File: src/rtl/glitc_intercom_lane_align_pkg.sv
// Shared types and constants for the GLITC intercom lane-alignment trainer.
package glitc_intercom_lane_align_pkg;

  typedef enum logic [2:0] {
    ST_IDLE,
    ST_SETTLE,
    ST_CHECK,
    ST_SLIP,
    ST_NEXT,
    ST_DONE
  } align_state_e;

  localparam logic [3:0] TRAIN_PATTERN_DEF = 4'h3;
  localparam int         MATCH_W           = 8;
  localparam int         SLIP_W            = 4;
  localparam int         SETTLE_W          = 8;

  // A single-lane build still needs a 1-bit lane index.
  function automatic int lane_idx_w(input int nbits);
    return (nbits > 1) ? $clog2(nbits) : 1;
  endfunction

endpackage

File: src/rtl/glitc_intercom_lane_check.sv
// Per-word training-pattern compare with a consecutive-match counter.
module glitc_intercom_lane_check
  import glitc_intercom_lane_align_pkg::*;
#(
  parameter logic [3:0] TRAIN_PATTERN = TRAIN_PATTERN_DEF,
  parameter int         CHECK_LEN     = 16
) (
  input  logic       sysclk_i,
  input  logic       clr_i,
  input  logic [3:0] word_i,
  output logic       match_o,
  output logic       pass_o
);

  logic [MATCH_W-1:0] match_cnt_q;

  assign match_o = (word_i == TRAIN_PATTERN);
  // pass fires on the matching word that would bring the run to CHECK_LEN
  assign pass_o  = match_o && (match_cnt_q == MATCH_W'(CHECK_LEN - 1));

  always_ff @(posedge sysclk_i) begin
    if (clr_i || !match_o) begin
      match_cnt_q <= '0;
    end else if (match_cnt_q != MATCH_W'(CHECK_LEN)) begin
      match_cnt_q <= match_cnt_q + 1'b1;
    end
  end

endmodule

File: src/rtl/glitc_intercom_lane_align.sv
// Word-alignment trainer: walks the lanes in order, bitslipping each until the
// training nibble is seen CHECK_LEN times in a row or MAX_SLIPS is exhausted.
//   state  | meaning
//   IDLE   | waiting for a train_i rising edge
//   SETTLE | letting the ISERDES settle after a slip or lane change
//   CHECK  | comparing the current lane against the training nibble
//   SLIP   | bitslip pulse on the lane under test
//   NEXT   | advance to the next lane or finish
//   DONE   | drop busy, raise done
module glitc_intercom_lane_align
  import glitc_intercom_lane_align_pkg::*;
#(
  parameter int         NBITS         = 4,
  parameter logic [3:0] TRAIN_PATTERN = TRAIN_PATTERN_DEF,
  parameter int         CHECK_LEN     = 16,
  parameter int         SETTLE_CYC    = 8,
  parameter int         MAX_SLIPS     = 8
) (
  input  logic               sysclk_i,
  input  logic               rst_n_i,
  input  logic [4*NBITS-1:0] data_i,
  input  logic               train_i,
  output logic [NBITS-1:0]   bitslip_o,
  output logic [NBITS-1:0]   aligned_o,
  output logic [NBITS-1:0]   fail_o,
  output logic               busy_o,
  output logic               done_o
);

  localparam int LANE_W = lane_idx_w(NBITS);

  align_state_e        state_q, state_d;
  logic                train_q;
  logic [LANE_W-1:0]   lane_q, lane_d;
  logic [SLIP_W-1:0]   slips_q, slips_d;
  logic [SETTLE_W-1:0] settle_q, settle_d;
  logic [NBITS-1:0]    aligned_q, aligned_d;
  logic [NBITS-1:0]    fail_q, fail_d;
  logic [NBITS-1:0]    bitslip_q, bitslip_d;
  logic                busy_q, busy_d;
  logic                done_q, done_d;

  logic [3:0]          lane_word;
  logic [NBITS-1:0]    lane_bit;
  logic                word_match;
  logic                lane_pass;
  logic                chk_clr;

  assign lane_word = data_i[4*lane_q +: 4];
  assign lane_bit  = NBITS'(1) << lane_q;
  assign chk_clr   = !rst_n_i || (state_q != ST_CHECK);

  glitc_intercom_lane_check #(
    .TRAIN_PATTERN (TRAIN_PATTERN),
    .CHECK_LEN     (CHECK_LEN)
  ) u_lane_check (
    .sysclk_i (sysclk_i),
    .clr_i    (chk_clr),
    .word_i   (lane_word),
    .match_o  (word_match),
    .pass_o   (lane_pass)
  );

  always_comb begin
    state_d   = state_q;
    lane_d    = lane_q;
    slips_d   = slips_q;
    settle_d  = settle_q;
    aligned_d = aligned_q;
    fail_d    = fail_q;
    busy_d    = busy_q;
    done_d    = done_q;
    bitslip_d = '0;
    case (state_q)
      ST_IDLE: begin
        if (train_i && !train_q) begin
          aligned_d = '0;
          fail_d    = '0;
          done_d    = 1'b0;
          lane_d    = '0;
          slips_d   = '0;
          busy_d    = 1'b1;
          settle_d  = SETTLE_W'(SETTLE_CYC - 1);
          state_d   = ST_SETTLE;
        end
      end
      ST_SETTLE: begin
        if (settle_q == '0) state_d = ST_CHECK;
        else                settle_d = settle_q - 1'b1;
      end
      ST_CHECK: begin
        if (lane_pass) begin
          aligned_d = aligned_q | lane_bit;
          state_d   = ST_NEXT;
        end else if (!word_match) begin
          if (slips_q >= SLIP_W'(MAX_SLIPS)) begin
            fail_d  = fail_q | lane_bit;
            state_d = ST_NEXT;
          end else begin
            // registered pulse lands in the SLIP cycle itself
            bitslip_d = lane_bit;
            state_d   = ST_SLIP;
          end
        end
      end
      ST_SLIP: begin
        slips_d  = slips_q + 1'b1;
        settle_d = SETTLE_W'(SETTLE_CYC - 1);
        state_d  = ST_SETTLE;
      end
      ST_NEXT: begin
        if (lane_q == LANE_W'(NBITS - 1)) begin
          state_d = ST_DONE;
        end else begin
          lane_d   = lane_q + 1'b1;
          slips_d  = '0;
          settle_d = SETTLE_W'(SETTLE_CYC - 1);
          state_d  = ST_SETTLE;
        end
      end
      ST_DONE: begin
        busy_d  = 1'b0;
        done_d  = 1'b1;
        state_d = ST_IDLE;
      end
      default: state_d = ST_IDLE;
    endcase
  end

  always_ff @(posedge sysclk_i) begin
    if (!rst_n_i) begin
      state_q   <= ST_IDLE;
      train_q   <= 1'b0;
      lane_q    <= '0;
      slips_q   <= '0;
      settle_q  <= '0;
      aligned_q <= '0;
      fail_q    <= '0;
      bitslip_q <= '0;
      busy_q    <= 1'b0;
      done_q    <= 1'b0;
    end else begin
      state_q   <= state_d;
      train_q   <= train_i;
      lane_q    <= lane_d;
      slips_q   <= slips_d;
      settle_q  <= settle_d;
      aligned_q <= aligned_d;
      fail_q    <= fail_d;
      bitslip_q <= bitslip_d;
      busy_q    <= busy_d;
      done_q    <= done_d;
    end
  end

  assign bitslip_o = bitslip_q;
  assign aligned_o = aligned_q;
  assign fail_o    = fail_q;
  assign busy_o    = busy_q;
  assign done_o    = done_q;

endmodule

File: config.mk
export PLATFORM = sky130hd
export DESIGN_NAME = glitc_intercom_lane_align
export DESIGN_NICKNAME = d
export VERILOG_FILES = /design/src/rtl/glitc_intercom_lane_align_pkg.sv /design/src/rtl/glitc_intercom_lane_check.sv /design/src/rtl/glitc_intercom_lane_align.sv
export SDC_FILE = /design/constraint.sdc
export NUM_CORES = 1
export LEC_CHECK = 0
export ABC_AREA = 0
export CAP_MARGIN = 10
export CORE_UTILIZATION = 53
export DETAILED_ROUTE_END_ITERATION = 6
export PLACE_DENSITY = 0.79
export SLEW_MARGIN = 20
export SYNTH_ARGS = -nofsm -noshare
export SYNTH_HDL_FRONTEND = slang
export SYNTH_HIERARCHICAL = 1
export SYNTH_SLANG_ARGS = --single-unit
File: constraint.sdc
create_clock -name sysclk_i -period 3.5 [get_ports sysclk_i]
set_input_delay 0.7 -clock sysclk_i [delete_from_list [all_inputs] [get_ports sysclk_i]]
set_output_delay 0.7 -clock sysclk_i [all_outputs]
set_load 0.03 [all_outputs]
* Word level (Yosys, flattened, before mapping)
Index checks and enable logic that the tools add are counted.
** Operators by class
- $lt $le $gt $ge :: 1
- Shift-type cells :: 2
- Equality and inequality tests :: 19
- Multiplexer cells :: 27
- Bitwise gates (word level) :: 4
- $add $sub $neg :: 4
- Reduce and logical (&&, ||, !) cells :: 22
** Operators with widths (count)
- $pmux W8 S4 :: 1
- $mux W4 :: 6
- $mux W8 :: 3
- $mux W3 :: 6
- $ne A2 B2 Y1 const B :: 8
- $pmux W4 S2 :: 2
- $shiftx A16 B5 Y4 :: 1
- $pmux W3 S5 :: 1
- $pmux W4 S3 :: 1
- $reduce_and A3 Y1 :: 4
- $add A8 B1 Y8 const B :: 1
- $eq A8 B4 Y1 const B :: 1
- $logic_not A8 Y1 :: 1
- $ne A8 B5 Y1 const B :: 1
- $or A4 B4 Y4 :: 2
- $sub A8 B1 Y8 const B :: 1
- $eq A3 B2 Y1 const B :: 2
- $eq A3 B3 Y1 const B :: 2
- $reduce_bool A2 Y1 :: 3
- $reduce_and A5 Y1 :: 1
- $reduce_or A5 Y1 :: 1
- $add A4 B1 Y4 const B :: 1
- $eq A4 B2 Y1 const B :: 1
- $ge A4 B4 Y1 const B :: 1
- 19 further kinds :: 27
** Storage, ports and cells
- Bits in registers :: 40
- Bits of input ports :: 19

* Depth between registers and ports, before layout
- Depth in word-level cells :: 6
- Mapped depth :: 9
- Gate-level depth less buffers :: 8

* Cells and area by module
The synthesis kept the hierarchy.
** Modules (own cells, without submodules)
- glitc_intercom_lane_align :: cells an instance 183, area an instance 1650.3 µm², times used 1
- glitc_intercom_lane_check :: cells an instance 49, area an instance 436.7 µm², times used 1

* Worst setup path after synthesis
No wires, ideal clock.
- Path type :: input port to flip-flop
- Start :: in data_i[14]
- End :: reg state_q[1]
- Arrival :: 2.574 ns
- Library setup time :: 0.119 ns
- Slack :: 0.808 ns
- Stages :: 8
- Path buffers :: 0
- Path through :: mux4_2 and4bb_2 nand2_1 nor3_1 nand3b_1 o21ai_0 and2_1 o221a_2
** On the way
- Longest elaborated chain between the ends :: 5
- Elaborated cells between the ends (all ways) :: 7
- Classes of those cells :: 2 x eq/ne; 1 x shift; 2 x mux; 2 x reduce/logical
** RTL lines
- start: declaration :: RTL line glitc_intercom_lane_align.sv:21 : input logic [4*NBITS-1:0] data_i,
- $shiftx A16 B5 Y4 * :: RTL line glitc_intercom_lane_align.sv:49 : assign lane_word = data_i[4*lane_q +: 4];
- $eq A4 B2 Y1 * :: RTL line glitc_intercom_lane_check.sv:17 : assign match_o = (word_i == TRAIN_PATTERN);
- net word_match :: RTL line glitc_intercom_lane_align.sv:45 : logic word_match;
- $logic_and A1 B1 Y1 * :: RTL line glitc_intercom_lane_check.sv:19 : assign pass_o = match_o && (match_cnt_q == MATCH_W'(CHECK_LEN - 1));
- net lane_pass :: RTL line glitc_intercom_lane_align.sv:46 : logic lane_pass;
- $mux W3 or $ne A3 B3 Y1 (tied branches)
- $pmux W3 S5 or $reduce_and A3 Y1 (tied branches)
- end signal: assignment :: RTL line glitc_intercom_lane_align.sv:143 : state_q <= state_d;
- end: declaration :: RTL line glitc_intercom_lane_align.sv:32 : align_state_e state_q, state_d;
The timed path passes the listed nets; every way through them passes the cells marked *.
A chain may end at the register's enable or synchronous reset.

* Worst setup path in the final report
- Start :: in data_i[13]
- End :: reg state_q[1]
** On the way
- Longest elaborated chain between the ends :: 5
- Elaborated cells between the ends (all ways) :: 7
- Classes of those cells :: 2 x eq/ne; 1 x shift; 2 x mux; 2 x reduce/logical
** RTL lines
- $shiftx A16 B5 Y4 * :: RTL line glitc_intercom_lane_align.sv:49
- net lane_word[1] :: RTL line glitc_intercom_lane_align.sv:43 : logic [3:0] lane_word;
- $eq A4 B2 Y1 * :: RTL line glitc_intercom_lane_check.sv:17
- net word_match :: RTL line glitc_intercom_lane_align.sv:45
- $logic_and A1 B1 Y1 * :: RTL line glitc_intercom_lane_check.sv:19
- net lane_pass :: RTL line glitc_intercom_lane_align.sv:46
- $mux W3 or $ne A3 B3 Y1 (tied branches)
- $pmux W3 S5 or $reduce_and A3 Y1 (tied branches)
Marked as above.

==> summary.md <==
| Metric | Value |
|---|---|
| Setup CP Type | `in -> reg` |
| Max-Cap Viols | `0` |
| CTS Sinks | `40` |
| CTS Buf Count | `5` |
| Synth unique cells | `52` |
| Clock Skew | `roughly 0.004 ns` |
| Top cell type's share of synthesized area | `38.4%` |
| Initial antenna violation count | `0` |
| Number of cell rows | `22` |
| Power Density | `around 520 nW/um^2` |
| Worst path cell trace | `clkdlybuf4s50_1 -> mux4_2 -> and4bb_2 -> nand2_1 -> nor3_1 -> buf_4 -> or4b_2 -> a21oi_1 -> o221a_2` |
| Avg Inst Size Synth | `9.00 sq um` |
| Post-synth EDFFs | `0` |
| Metal2 WL | `roughly 2000 um` |
| CP delay by family, top | `simple AND/OR/NAND/NOR gates` |
| Fin Setup TNS | `0 ns` |
| Post-DP HPWL | `approximately 3200 um` |
| Reg-to-Reg Start | `lane_q[0]$_SDFFE_PN0P_` |
| # IOs | `33` |
| Global Route Usage Sum | `22.4%` |
| CP Depth | `9` |
| Largest net degree at the start of global routing | `21` |
| Finished Layout Cells | `roughly 310` |
| CTS tree | `done` |
| Slew @ Worst Pin | `about 0.62 ns` |
| Worst hold start | `fail_o[0]$_SDFFE_PN0P_` |
| Initial cell density of the core | `56.2%` |
| Syn_nets | `261` |
| Final hold vios | `0` |
| Post-CTS Setup Bufs | `0` |
| Inserted Diodes | `0` |
| CTS max path bufs | `2` |
| Via/cell ratio | `a little under 6` |
| Hold crit path type | `reg -> reg` |
| #FFs+latches synth | `40` |
| Final worst path period share | `81.2%` |
| Final core occ | `68.0%` |
| Max Clk Rate | `between 300 and 400 MHz` |
| First-pass GRT wire length | `around 7300 um` |
| Grt ovf | `0` |
| Final ANT Viol Nets | `0` |
| Synth area leaders | `dfxtp_1 38%, a21oi_1 6.0%, ha_1 6.0%` |
| Routed met3 length | `274 um` |
| Leak Pwr | `~0.9 nW` |
| Routed wire per std cell | `between 10 and 15 um` |
| Worst setup EP type | `flip-flop` |
| Max FO, Critical Path | `7` |
| Sequential share of the synthesized area | `38.4%` |
| Die X | `about 65 um` |
| Hold buffer count at cts | `0` |
| Post-synth top area cell | `dfxtp_1` |
| Layout Nets | `292` |
| Fin. max-slew vios | `0` |
| R2R depth | `8` |
| Core area | `roughly 3700 sq um` |
| Met1 Wirelength | `1980 um` |
| Clk root buf | `clkbuf_8` |
| Outcome | `complete, no violations` |
| Vias in the first global route | `around 1.7k` |
| Die H | `64.8 um` |
| Clk_lat worst skew | `around 0.29 ns` |
| Clock transition at the registers of the reported paths | `roughly 0.070 ns` |
| Initial DRC count | `49` |
| Critical path launch point | `data_i[13]` |
| Drc violations | `0` |
| Synth Cell Area | `between 2000 and 2500 sq um` |
| CP Launch Type | `input port` |
| Overall Power | `around 1.3 mW` |
| Slew headroom | `between 50 and 60%` |
| PostCTS Resize Cnt | `0` |
| Max incr delay on CP | `about 0.60 ns` |
| Ys async rst share | `0%` |
| Die footprint | `4190 sq um` |
| Max VDD drop | `0.339 mV` |
| Layout cell share with drive strength beyond 1 | `roughly a tenth` |
| Via count | `~1.8k` |
| DP Cell Count | `304` |
| Hold depth | `2` |
| Min cycle time layout | `~2.8 ns` |
| Top FF cell, synth | `dfxtp_1` |
| H-tree Lvls | `2` |
| Most common library cells after synthesis | `40 x dfxtp_1, 25 x a21oi_1, 20 x nor2_1` |
| Crit path buffers/inverters | `2` |
| DRT Pass-1 Iters | `4` |
| CP Data Arrival Time | `a little over 3 ns` |
| Port Buf Inserts | `32` |
| Mapped Cells | `about 230` |
| # setup viols final | `0` |
| RSZ-0062 raised after global routing | `false` |
| RePlAce Congestion | `about 0.86` |
| Yosys warning count | `6` |
| DR top layer | `met4` |
| Critical-path top delay cell | `or4b_2` |
| Area Overhead vs Synth | `21.2%` |
| Worst path required time | `about 3.7 ns` |
| Routed WL | `between 4000 and 5000 um` |
| Most common cell in the netlist | `dfxtp_1` |
## cell usage in the layout, fill, tap and decap left out, types with 2 or more instances in the layout
cell type	n
dfxtp_1	40
clkdlybuf4s50_1	32
a21oi_1	25
nor2_1	20
o21ai_0	13
inv_1	12
ha_1	10
or3_1	9
nor3_1	9
nand3_1	7
nand2_1	6
and2_1	6
clkbuf_8	6
or4_1	5
mux4_2	4
nor2b_1	4
o31ai_1	4
nand3b_1	3
nor3b_1	3
nor4_1	3
buf_4	3
a211oi_1	2
nor4b_1	2
a21boi_0	2
nand2b_1	2
and3_1	2
and4bb_2	2
xnor2_1	2
## where the power goes
group / total [mW] / internal [mW] / switching (mW)
logic: 0.424 / 0.203 / 0.221
registers: 0.588 / 0.510 / 0.0782
clock network: 0.312 / 0.160 / 0.152
total: 1.32 / 0.873 / 0.450
## worst paths after layout
check / slack (ns) / to
worst max-delay path: 0.66 / state_q[1]$_SDFFE_PN0P_
worst min-delay path: 0.47 / fail_o[0]$_SDFFE_PN0P_
worst max register to register: 0.85 / state_q[1]$_SDFFE_PN0P_
worst min register to register: 0.47 / fail_o[0]$_SDFFE_PN0P_
## worst min-delay path: cells and delay by family (launching register included)
family	cells	cell delay, ns
and+or+nand+nor	1	0.07
DFF	1	0.33
AOI/OAI and AO/OA	1	0.04
## routing by layer
metal | track usage, % | up-vias
li1 | - | 910
met1 | 27.1 | 855
met2 | 36.2 | 47
met3 | 7.75 | 10
met4 | 8.89 | 0
met5 | 0 | -
## cells by family after synthesis
logic type	share of synthesized area [%]
and+or+nand+nor	27.3
AOI/OAI and AO/OA	17.3
DFF	38.4
buffers and inverters	4.98
adders and majority gates	6.00
muxes	4.80
xor gates and xnor gates	1.26
## sequential cells by signal, indices dropped and copies added (netlist names)
signal and count:
busy_o 1, slips_q 4, fail_o 4, done_o 1, aligned_o 4, lane_q 2
state_q 3, bitslip_o 4, train_q 1, u_lane_check/match_cnt_q 8, settle_q 8
## metrics by stage
step / setup slack (ns) / area [sq um] / hold WS [ns]
2_1_floorplan: 0.808 / 2090 / 0.456
3_3_place_gp: 0.395 / 2430 / 0.451
3_5_place_dp: 0.364 / 2430 / 0.455
4_1_cts: 0.668 / 2530 / 0.472
5_1_grt: 0.555 / 2530 / 0.504
6_report: 0.658 / 2530 / 0.469
## final cells by class
cell class                 count  area (sq um)
clock buffer                   7          86.3
clock inverter                 1          7.51
fill                         307          1190
inverter                      13          48.8
multi-input combinational    168          1180
sequential                    40           801
tap                           48          60.1
timing repair buffer          35           343
Note: power is estimated with default switching activity, not from simulation.
